[src/rtl/mmio_pkg.sv]
// Shared definitions for the MMIO router: FSM state type, tag field
// geometry inside the 32-bit byte address, and the default base tag.
package mmio_pkg;

    // The region tag lives in the top twelve address bits
    localparam int TAG_W   = 12;
    localparam int TAG_LSB = 20;

    // Tag owned by slave 0 unless the instance overrides it
    localparam logic [TAG_W-1:0] DEFAULT_BASE_TAG = 12'h001;

    typedef enum logic [1:0] {
        IDLE   = 2'd0,
        ACCESS = 2'd1,
        RESP   = 2'd2
    } state_t;

endpackage

[src/rtl/mmio_router_if.sv]
// Bus bundle between one master, the router and NUM_SLV slaves.
// The "slave" modport is the router's view (it is the slave of the master
// and drives the shared slave-side request); "master" is the opposite view,
// used by whatever drives requests and models the slaves.
interface mmio_router_if #(
    parameter int NUM_SLV = 6,
    parameter int DW      = 32
) ();

    logic                  m_req;
    logic                  m_we;
    logic [31:0]           m_addr;
    logic [DW-1:0]         m_wdata;
    logic                  m_ack;
    logic [DW-1:0]         m_rdata;
    logic                  m_err;

    logic [NUM_SLV-1:0]    s_sel;
    logic                  s_we;
    logic [31:0]           s_addr;
    logic [DW-1:0]         s_wdata;
    logic [NUM_SLV*DW-1:0] s_rdata;
    logic [NUM_SLV-1:0]    s_ack;

    modport slave (
        input  m_req, m_we, m_addr, m_wdata, s_rdata, s_ack,
        output m_ack, m_rdata, m_err, s_sel, s_we, s_addr, s_wdata
    );

    modport master (
        output m_req, m_we, m_addr, m_wdata, s_rdata, s_ack,
        input  m_ack, m_rdata, m_err, s_sel, s_we, s_addr, s_wdata
    );

endinterface

[src/rtl/mmio_decode.sv]
// Combinational region decoder: maps an address tag to a one-hot slave
// select and a hit flag. Slave i owns tag BASE_TAG+i.
module mmio_decode
    import mmio_pkg::*;
#(
    parameter int               NUM_SLV  = 6,
    parameter logic [TAG_W-1:0] BASE_TAG = DEFAULT_BASE_TAG
) (
    input  logic [TAG_W-1:0]   tag,
    output logic [NUM_SLV-1:0] sel,
    output logic               hit
);

    logic [TAG_W-1:0] offset;

    // Subtract in TAG_W bits so tags below BASE_TAG wrap to large offsets and miss
    always_comb begin
        offset = tag - BASE_TAG;
        hit    = (offset < TAG_W'(NUM_SLV));
        sel    = '0;
        for (int i = 0; i < NUM_SLV; i++) begin
            sel[i] = hit && (offset == TAG_W'(i));
        end
    end

endmodule

[src/rtl/mmio_router.sv]
// Single-master MMIO router. Decodes the address tag of a master request,
// forwards the latched request to one slave and returns its completion as a
// one-cycle m_ack. Unmapped tags complete immediately with m_err.
// Optional access watchdog: define MMIO_ROUTER_TIMEOUT_EN to end an ACCESS
// that sees no s_ack within TIMEOUT cycles with a bus error.
module mmio_router
    import mmio_pkg::*;
#(
    parameter int               NUM_SLV  = 6,
    parameter logic [TAG_W-1:0] BASE_TAG = DEFAULT_BASE_TAG,
    parameter int               DW       = 32,
    parameter int               TIMEOUT  = 16
) (
    input  logic         clk,
    input  logic         rst,
    mmio_router_if.slave bus
);

    state_t             state_q, state_d;
    logic               m_ack_q, m_ack_d;
    logic [DW-1:0]      m_rdata_q, m_rdata_d;
    logic               m_err_q, m_err_d;
    logic [NUM_SLV-1:0] s_sel_q, s_sel_d;
    logic               s_we_q, s_we_d;
    logic [31:0]        s_addr_q, s_addr_d;
    logic [DW-1:0]      s_wdata_q, s_wdata_d;

    logic [NUM_SLV-1:0] dec_sel;
    logic               dec_hit;
    logic               sel_ack;
    logic [DW-1:0]      sel_rdata;

`ifdef MMIO_ROUTER_TIMEOUT_EN
    localparam int CNT_W = (TIMEOUT > 2) ? $clog2(TIMEOUT) : 1;
    logic [CNT_W-1:0] cnt_q, cnt_d;
    logic             timed_out;
    assign timed_out = (cnt_q == CNT_W'(TIMEOUT - 1));
`else
    // Without the watchdog TIMEOUT has no effect; keep it referenced for elaboration
    if (TIMEOUT < 2) begin : g_timeout_unused
    end
`endif

    mmio_decode #(
        .NUM_SLV  (NUM_SLV),
        .BASE_TAG (BASE_TAG)
    ) u_decode (
        .tag (bus.m_addr[TAG_LSB +: TAG_W]),
        .sel (dec_sel),
        .hit (dec_hit)
    );

    // Only the selected slave may complete; acks from other slaves are masked off
    assign sel_ack = |(bus.s_ack & s_sel_q);

    // Pick the read data slice of the selected slave via the one-hot select
    always_comb begin
        sel_rdata = '0;
        for (int i = 0; i < NUM_SLV; i++) begin
            if (s_sel_q[i]) begin
                sel_rdata = sel_rdata | bus.s_rdata[i*DW +: DW];
            end
        end
    end

    // Next-state and next-output logic; every output is computed here and registered below
    always_comb begin
        state_d   = state_q;
        m_ack_d   = 1'b0;
        m_rdata_d = m_rdata_q;
        m_err_d   = m_err_q;
        s_sel_d   = s_sel_q;
        s_we_d    = s_we_q;
        s_addr_d  = s_addr_q;
        s_wdata_d = s_wdata_q;
`ifdef MMIO_ROUTER_TIMEOUT_EN
        cnt_d     = cnt_q;
`endif
        case (state_q)
            IDLE: begin
                if (bus.m_req) begin
                    s_we_d    = bus.m_we;
                    s_addr_d  = bus.m_addr;
                    s_wdata_d = bus.m_wdata;
                    if (dec_hit) begin
                        state_d = ACCESS;
                        s_sel_d = dec_sel;
`ifdef MMIO_ROUTER_TIMEOUT_EN
                        cnt_d   = '0;
`endif
                    end else begin
                        state_d   = RESP;
                        m_ack_d   = 1'b1;
                        m_err_d   = 1'b1;
                        m_rdata_d = '0;
                    end
                end
            end
            ACCESS: begin
                if (sel_ack) begin
                    state_d   = RESP;
                    m_ack_d   = 1'b1;
                    m_err_d   = 1'b0;
                    m_rdata_d = s_we_q ? '0 : sel_rdata;
                    s_sel_d   = '0;
                end
`ifdef MMIO_ROUTER_TIMEOUT_EN
                else if (timed_out) begin
                    state_d   = RESP;
                    m_ack_d   = 1'b1;
                    m_err_d   = 1'b1;
                    m_rdata_d = '0;
                    s_sel_d   = '0;
                end else begin
                    cnt_d = cnt_q + CNT_W'(1);
                end
`endif
            end
            RESP: begin
                state_d = IDLE;
            end
            default: begin
                state_d = IDLE;
            end
        endcase
    end

    // State and output registers with synchronous reset
    always_ff @(posedge clk) begin
        if (rst) begin
            state_q   <= IDLE;
            m_ack_q   <= 1'b0;
            m_rdata_q <= '0;
            m_err_q   <= 1'b0;
            s_sel_q   <= '0;
            s_we_q    <= 1'b0;
            s_addr_q  <= '0;
            s_wdata_q <= '0;
`ifdef MMIO_ROUTER_TIMEOUT_EN
            cnt_q     <= '0;
`endif
        end else begin
            state_q   <= state_d;
            m_ack_q   <= m_ack_d;
            m_rdata_q <= m_rdata_d;
            m_err_q   <= m_err_d;
            s_sel_q   <= s_sel_d;
            s_we_q    <= s_we_d;
            s_addr_q  <= s_addr_d;
            s_wdata_q <= s_wdata_d;
`ifdef MMIO_ROUTER_TIMEOUT_EN
            cnt_q     <= cnt_d;
`endif
        end
    end

    assign bus.m_ack   = m_ack_q;
    assign bus.m_rdata = m_rdata_q;
    assign bus.m_err   = m_err_q;
    assign bus.s_sel   = s_sel_q;
    assign bus.s_we    = s_we_q;
    assign bus.s_addr  = s_addr_q;
    assign bus.s_wdata = s_wdata_q;

endmodule

[src/flat_wrapper.sv]
// flat-port wrapper written by rule: the top's interface ports become plain ports
module mmio_router_flat import mmio_pkg::*;
#(
    parameter int               NUM_SLV  = 6,
    parameter logic [TAG_W-1:0] BASE_TAG = DEFAULT_BASE_TAG,
    parameter int               DW       = 32,
    parameter int               TIMEOUT  = 16
)
  (clk, rst, bus_m_req, bus_m_we, bus_m_addr, bus_m_wdata, bus_s_rdata, bus_s_ack, bus_m_ack, bus_m_rdata, bus_m_err, bus_s_sel, bus_s_we, bus_s_addr, bus_s_wdata);
  mmio_router_if #(.NUM_SLV(NUM_SLV), .DW(DW)) bus_i ();
  input  logic clk;
  input  logic rst;
  input wire logic [$bits(bus_i.m_req)-1:0] bus_m_req;
  input wire logic [$bits(bus_i.m_we)-1:0] bus_m_we;
  input wire logic [$bits(bus_i.m_addr)-1:0] bus_m_addr;
  input wire logic [$bits(bus_i.m_wdata)-1:0] bus_m_wdata;
  input wire logic [$bits(bus_i.s_rdata)-1:0] bus_s_rdata;
  input wire logic [$bits(bus_i.s_ack)-1:0] bus_s_ack;
  output wire logic [$bits(bus_i.m_ack)-1:0] bus_m_ack;
  output wire logic [$bits(bus_i.m_rdata)-1:0] bus_m_rdata;
  output wire logic [$bits(bus_i.m_err)-1:0] bus_m_err;
  output wire logic [$bits(bus_i.s_sel)-1:0] bus_s_sel;
  output wire logic [$bits(bus_i.s_we)-1:0] bus_s_we;
  output wire logic [$bits(bus_i.s_addr)-1:0] bus_s_addr;
  output wire logic [$bits(bus_i.s_wdata)-1:0] bus_s_wdata;
  assign bus_i.m_req = bus_m_req;
  assign bus_i.m_we = bus_m_we;
  assign bus_i.m_addr = bus_m_addr;
  assign bus_i.m_wdata = bus_m_wdata;
  assign bus_i.s_rdata = bus_s_rdata;
  assign bus_i.s_ack = bus_s_ack;
  assign bus_m_ack = bus_i.m_ack;
  assign bus_m_rdata = bus_i.m_rdata;
  assign bus_m_err = bus_i.m_err;
  assign bus_s_sel = bus_i.s_sel;
  assign bus_s_we = bus_i.s_we;
  assign bus_s_addr = bus_i.s_addr;
  assign bus_s_wdata = bus_i.s_wdata;
  mmio_router #(.NUM_SLV(NUM_SLV), .BASE_TAG(BASE_TAG), .DW(DW), .TIMEOUT(TIMEOUT)) u_core (.clk(clk), .rst(rst), .bus(bus_i));
endmodule
[config.mk]
export PLATFORM = sky130hd
export DESIGN_NAME = mmio_router_flat
export DESIGN_NICKNAME = d
export VERILOG_FILES = /design/src/rtl/mmio_pkg.sv /design/src/rtl/mmio_router_if.sv /design/src/rtl/mmio_decode.sv /design/src/rtl/mmio_router.sv /design/src/flat_wrapper.sv
export SDC_FILE = /design/constraint.sdc
export NUM_CORES = 1
export LEC_CHECK = 0
export BUFFER_PORTS_ARGS = -buffer_cell sky130_fd_sc_hd__buf_2
export CAP_MARGIN = 15
export CORE_AREA = 2 2 144 146
export DETAILED_ROUTE_END_ITERATION = 16
export DIE_AREA = 0 0 146 148
export PLACE_DENSITY = 0.55
export SYNTH_ARGS = -nofsm -noshare
export SYNTH_HDL_FRONTEND = slang
export SYNTH_SLANG_ARGS = --single-unit
[constraint.sdc]
create_clock -name clk -period 2 [get_ports clk]
set_clock_uncertainty 0.05 [all_clocks]
set_input_delay 0 -clock clk [delete_from_list [all_inputs] [get_ports clk]]
set_output_delay 0 -clock clk [all_outputs]
set_load 0.02 [all_outputs]
==> flow_metrics.py <==
metrics = {
    "outcome": {
        "status": "finished clean",
    },
    "sta": {
        "fmax_mhz": 533.6,
        "rsz0062_at_grt": "false",
        "hold_viol": 0,
        "period_share_pct": 93.70,
        "relSlewSlack_pct": 53.45,
        "tightest_slew_ns": 0.6982,
        "hold_ws_ns": 0.01575,
        "fin_tns_setup_ns": 0,
        "drv_slew": 0,
        "setup_violations": 0,
        "min_period_ns": 1.874,
        "setup_ws_ns": 0.1260,
    },
    "worst_setup_path": {
        "crit_path_end": "u_core.bus.s_sel[3]$_SDFFE_PP0P_",
        "crit_start": "bus_m_addr[26]",
        "crit_slowest_cell": "mux2i_1",
        "criticalPathCategory": "input port to register",
        "reg2reg_depth": 7,
        "required_ns": 2.19,
        "max_stage_delay_ns": 0.56,
        "cp_num_buf_inv": 2,
        "r2r_end": "u_core.bus.m_rdata[31]$_SDFFE_PP0P_",
        "cp_top_family": "simple AND/OR/NAND/NOR gates",
        "crit_fanout": 8,
        "crit_chain": "dlygate4sd3_1, buf_2, nor4b_4, mux2i_1, nor4_1, or3_1",
        "r2r-start": "u_core.state_q[1]$_SDFFE_PP0P_",
        "cp.depth": 6,
        "worstPathArrival_ns": 2.07,
        "rrSetupSlack_ns": 0.31,
        "start_kind": "input port",
        "cp-end-kind": "register",
    },
    "power": {
        "max-vdd-ir-drop_mv": 0.3427,
        "power_density_nw_per_um2": 569.9,
        "p_int_w": 0.003551,
        "clockPowerShare_pct": 36.4,
        "p_switching_w": 0.001487,
        "pwr-share-seq_pct": 44.7,
        "swShare_pct": 29.52,
        "p_leak_nw": 3.760,
        "combPwrFrac_pct": 18.9,
    },
    "cells_and_area": {
        "final_area_um2": 8841,
        "final_cells": 1402,
        "layout_commonest_cell": "buf_2",
        "drive_gt1_share_pct": 38.20,
        "synthToLayoutAreaGrowth_pct": 56.64,
        "n_fill_cell": 2023,
        "nNetsFinal": 1397,
        "final_cell_mix": "369 x buf_2, 170 x nand2_1, 107 x dfxtp_1",
    },
    "global_routing": {
        "antenna_found_initial": 2,
        "gr-total-overflow": 0,
        "grt_first_pass_wirelength_mm": 37.31,
        "grt_pass1_vias": 6907,
        "grt_max_degree": 68,
        "groute.usage.overall_pct": 21.53,
    },
    "cts": {
        "numCtsBuffers": 9,
        "insertion_delay_ns": 0.35,
        "post-cts-setup-buffers": 0,
        "clkSlewWorstSetupHoldPaths_ns": 0.08,
        "numClockSinks": 107,
        "root_buffer": "clkbuf_16",
        "tritoncts": "built",
        "cts.htree.levels": 3,
        "ctsLongestPathBuffers": 2,
    },
    "detailed_routing": {
        "route.detailed.drc": 0,
        "wl_met1_mm": 10.04,
        "vias": 7069,
        "wl_mm": 24.36,
        "wl_met2_mm": 11.77,
        "dr.pass1.iters": 7,
        "wire_per_inst_um": 17.38,
        "drt_iter0_markers": 377,
        "top_layer": "met4",
        "viasPerCell": 5.042,
        "postRouteAntennaNets": 0,
        "wl_met3_mm": 1.916,
    },
    "logic_synthesis": {
        "syn_nets": 993,
        "seq_area_frac_synth_pct": 37.95,
        "ys_async_sr_fraction_pct": 0,
        "synth-edff-count": 0,
        "syn_area_um2": 5644,
        "syn_inst": 722,
        "synthFlopType": "dfxtp_1",
        "synth_cell_types": 48,
        "yosys_warnings": 0,
        "synth_area_per_cell_um2": 7.817,
        "synth_seq_cells": 107,
    },
    "floorplanning": {
        "initial_core_util_pct": 28.17,
        "rows": 52,
        "core_um2": 20040,
        "die_w_um": 146,
        "io_pins": 371,
        "die_area_um2": 21610,
        "die_height_um": 148,
    },
    "placed_design": {
        "placed_cell_area_um2": 7894,
        "gp_congestion": 0.8397,
        "post-place-cells": 1322,
        "dp_slack_ns": 0.003678,
        "dp_hpwl_mm": 17.71,
        "portBuffers": 370,
    },
    "min_path": {
        "hold_path_class": "input port to register",
    },
    "flow_run": {
        "cap_viol_max_count": 0,
    },
}
[worst reg2reg max path: cells and delay by family, from the launching register on]
family / cells / cell delay, ns
flip-flops: 1 / 0.45
buffers and inverters: 2 / 0.55
AND/OR/NAND/NOR: 3 / 0.28
AO/OA/AOI/OAI: 2 / 0.24
[metal layers]
layer | GRT usage (%) | vias up
li1 | - | 3479
met1 | 26.02 | 3256
met2 | 37.17 | 296
met3 | 5.741 | 38
met4 | 7.282 | 0
met5 | 0 | -
[state kept, by name, summed over array words and instances, names as in the netlist]
name                cells
u_core.bus.s_we         1
u_core.bus.s_addr      32
u_core.state_q          2
u_core.bus.m_rdata     32
u_core.bus.m_err        1
u_core.bus.s_sel        6
u_core.bus.s_wdata     32
u_core.bus.m_ack        1
[per-stage QoR]
stage | utilization (%) | power (W)
final | 44.12 | 0.005039
after global routing | 44.12 | 0.005292
after CTS | 44.08 | 0.005118
after detailed placement | 39.39 | 0.003160
after global placement | 39.39 | 0.003153
after floorplan | - | 0.002674
[Yosys cell counts, types with 3 or more instances]
| master | number | area [um2] |
|---|---|---|
| dfxtp_1 | 107 | 2142 |
| nand2b_1 | 34 | 212.7 |
| a211o_1 | 3 | 26.28 |
| buf_2 | 5 | 25.02 |
| inv_1 | 4 | 15.01 |
| nand3_1 | 4 | 20.02 |
| clkbuf_1 | 65 | 244.0 |
| a22oi_1 | 99 | 743.2 |
| a31oi_1 | 37 | 231.5 |
| o221ai_1 | 33 | 289.0 |
| nor4_1 | 4 | 25.02 |
| nor2_1 | 7 | 26.28 |
| nand4_1 | 4 | 25.02 |
| ha_1 | 5 | 62.56 |
| a21oi_1 | 68 | 340.3 |
| nand2_1 | 171 | 641.9 |
| or3_1 | 34 | 212.7 |
| nor3_1 | 4 | 20.02 |
[cell families after synthesis]
kind of cell             count (synthesis)  share of synthesized area, %
AND/OR/NAND/NOR                        276                         23.34
flip-flops                             107                         37.95
AO/OA/AOI/OAI                          254                         31.39
XOR/XNOR                                 3                        0.7317
adder cells (fa/ha/maj)                  5                         1.108
buffers and inverters                   75                         5.098
multiplexers                             2                        0.3768
[worst min-delay path by stage]
stage                    start                                   to  slack (ns)  cells past startpoint
3_5_place_dp   bus_m_wdata[15]  u_core.bus.s_wdata[15]$_SDFFE_PP0P_        0.19                      3
3_3_place_gp   bus_m_wdata[31]  u_core.bus.s_wdata[31]$_SDFFE_PP0P_        0.19                      3
2_1_floorplan    bus_m_addr[0]    u_core.bus.s_addr[0]$_SDFFE_PP0P_        0.09                      2
4_1_cts         bus_m_addr[24]   u_core.bus.s_addr[24]$_SDFFE_PP0P_       0.004                      4
6_report        bus_m_addr[24]   u_core.bus.s_addr[24]$_SDFFE_PP0P_        0.02                      4
5_1_grt         bus_m_addr[24]   u_core.bus.s_addr[24]$_SDFFE_PP0P_        0.02                      4
[cell type report]
class	count	area, um2	share of cell area [%]
Tap cell	270	337.8	3.821
Clock inverter	7	83.83	0.9482
Clock buffer	9	225.2	2.547
Sequential cell	107	2142	24.23
Antenna cell	1	2.502	0.02830
Timing Repair Buffer	464	2793	31.59
Inverter	4	15.01	0.1698
Multi-Input combinational cell	540	3242	36.67
[power groups by stage]
stage                     logic [W]  registers [W]  clock network (W)
after floorplan            0.000275        0.00240                  0
after global placement     0.000853        0.00230                  0
after detailed placement   0.000859        0.00230                  0
after CTS                  0.000957        0.00225            0.00191
after global routing        0.00104        0.00227            0.00199
final                      0.000951        0.00225            0.00183
[timing repair]
action | 4_1_cts | 5_1_grt
endpoints found under the setup margin | 0 | 1
hold buffers | 63 | 0
hold endpoints to repair | 63 | 0
resized for setup | 0 | 1
Note: power is estimated with default switching activity, not from simulation.
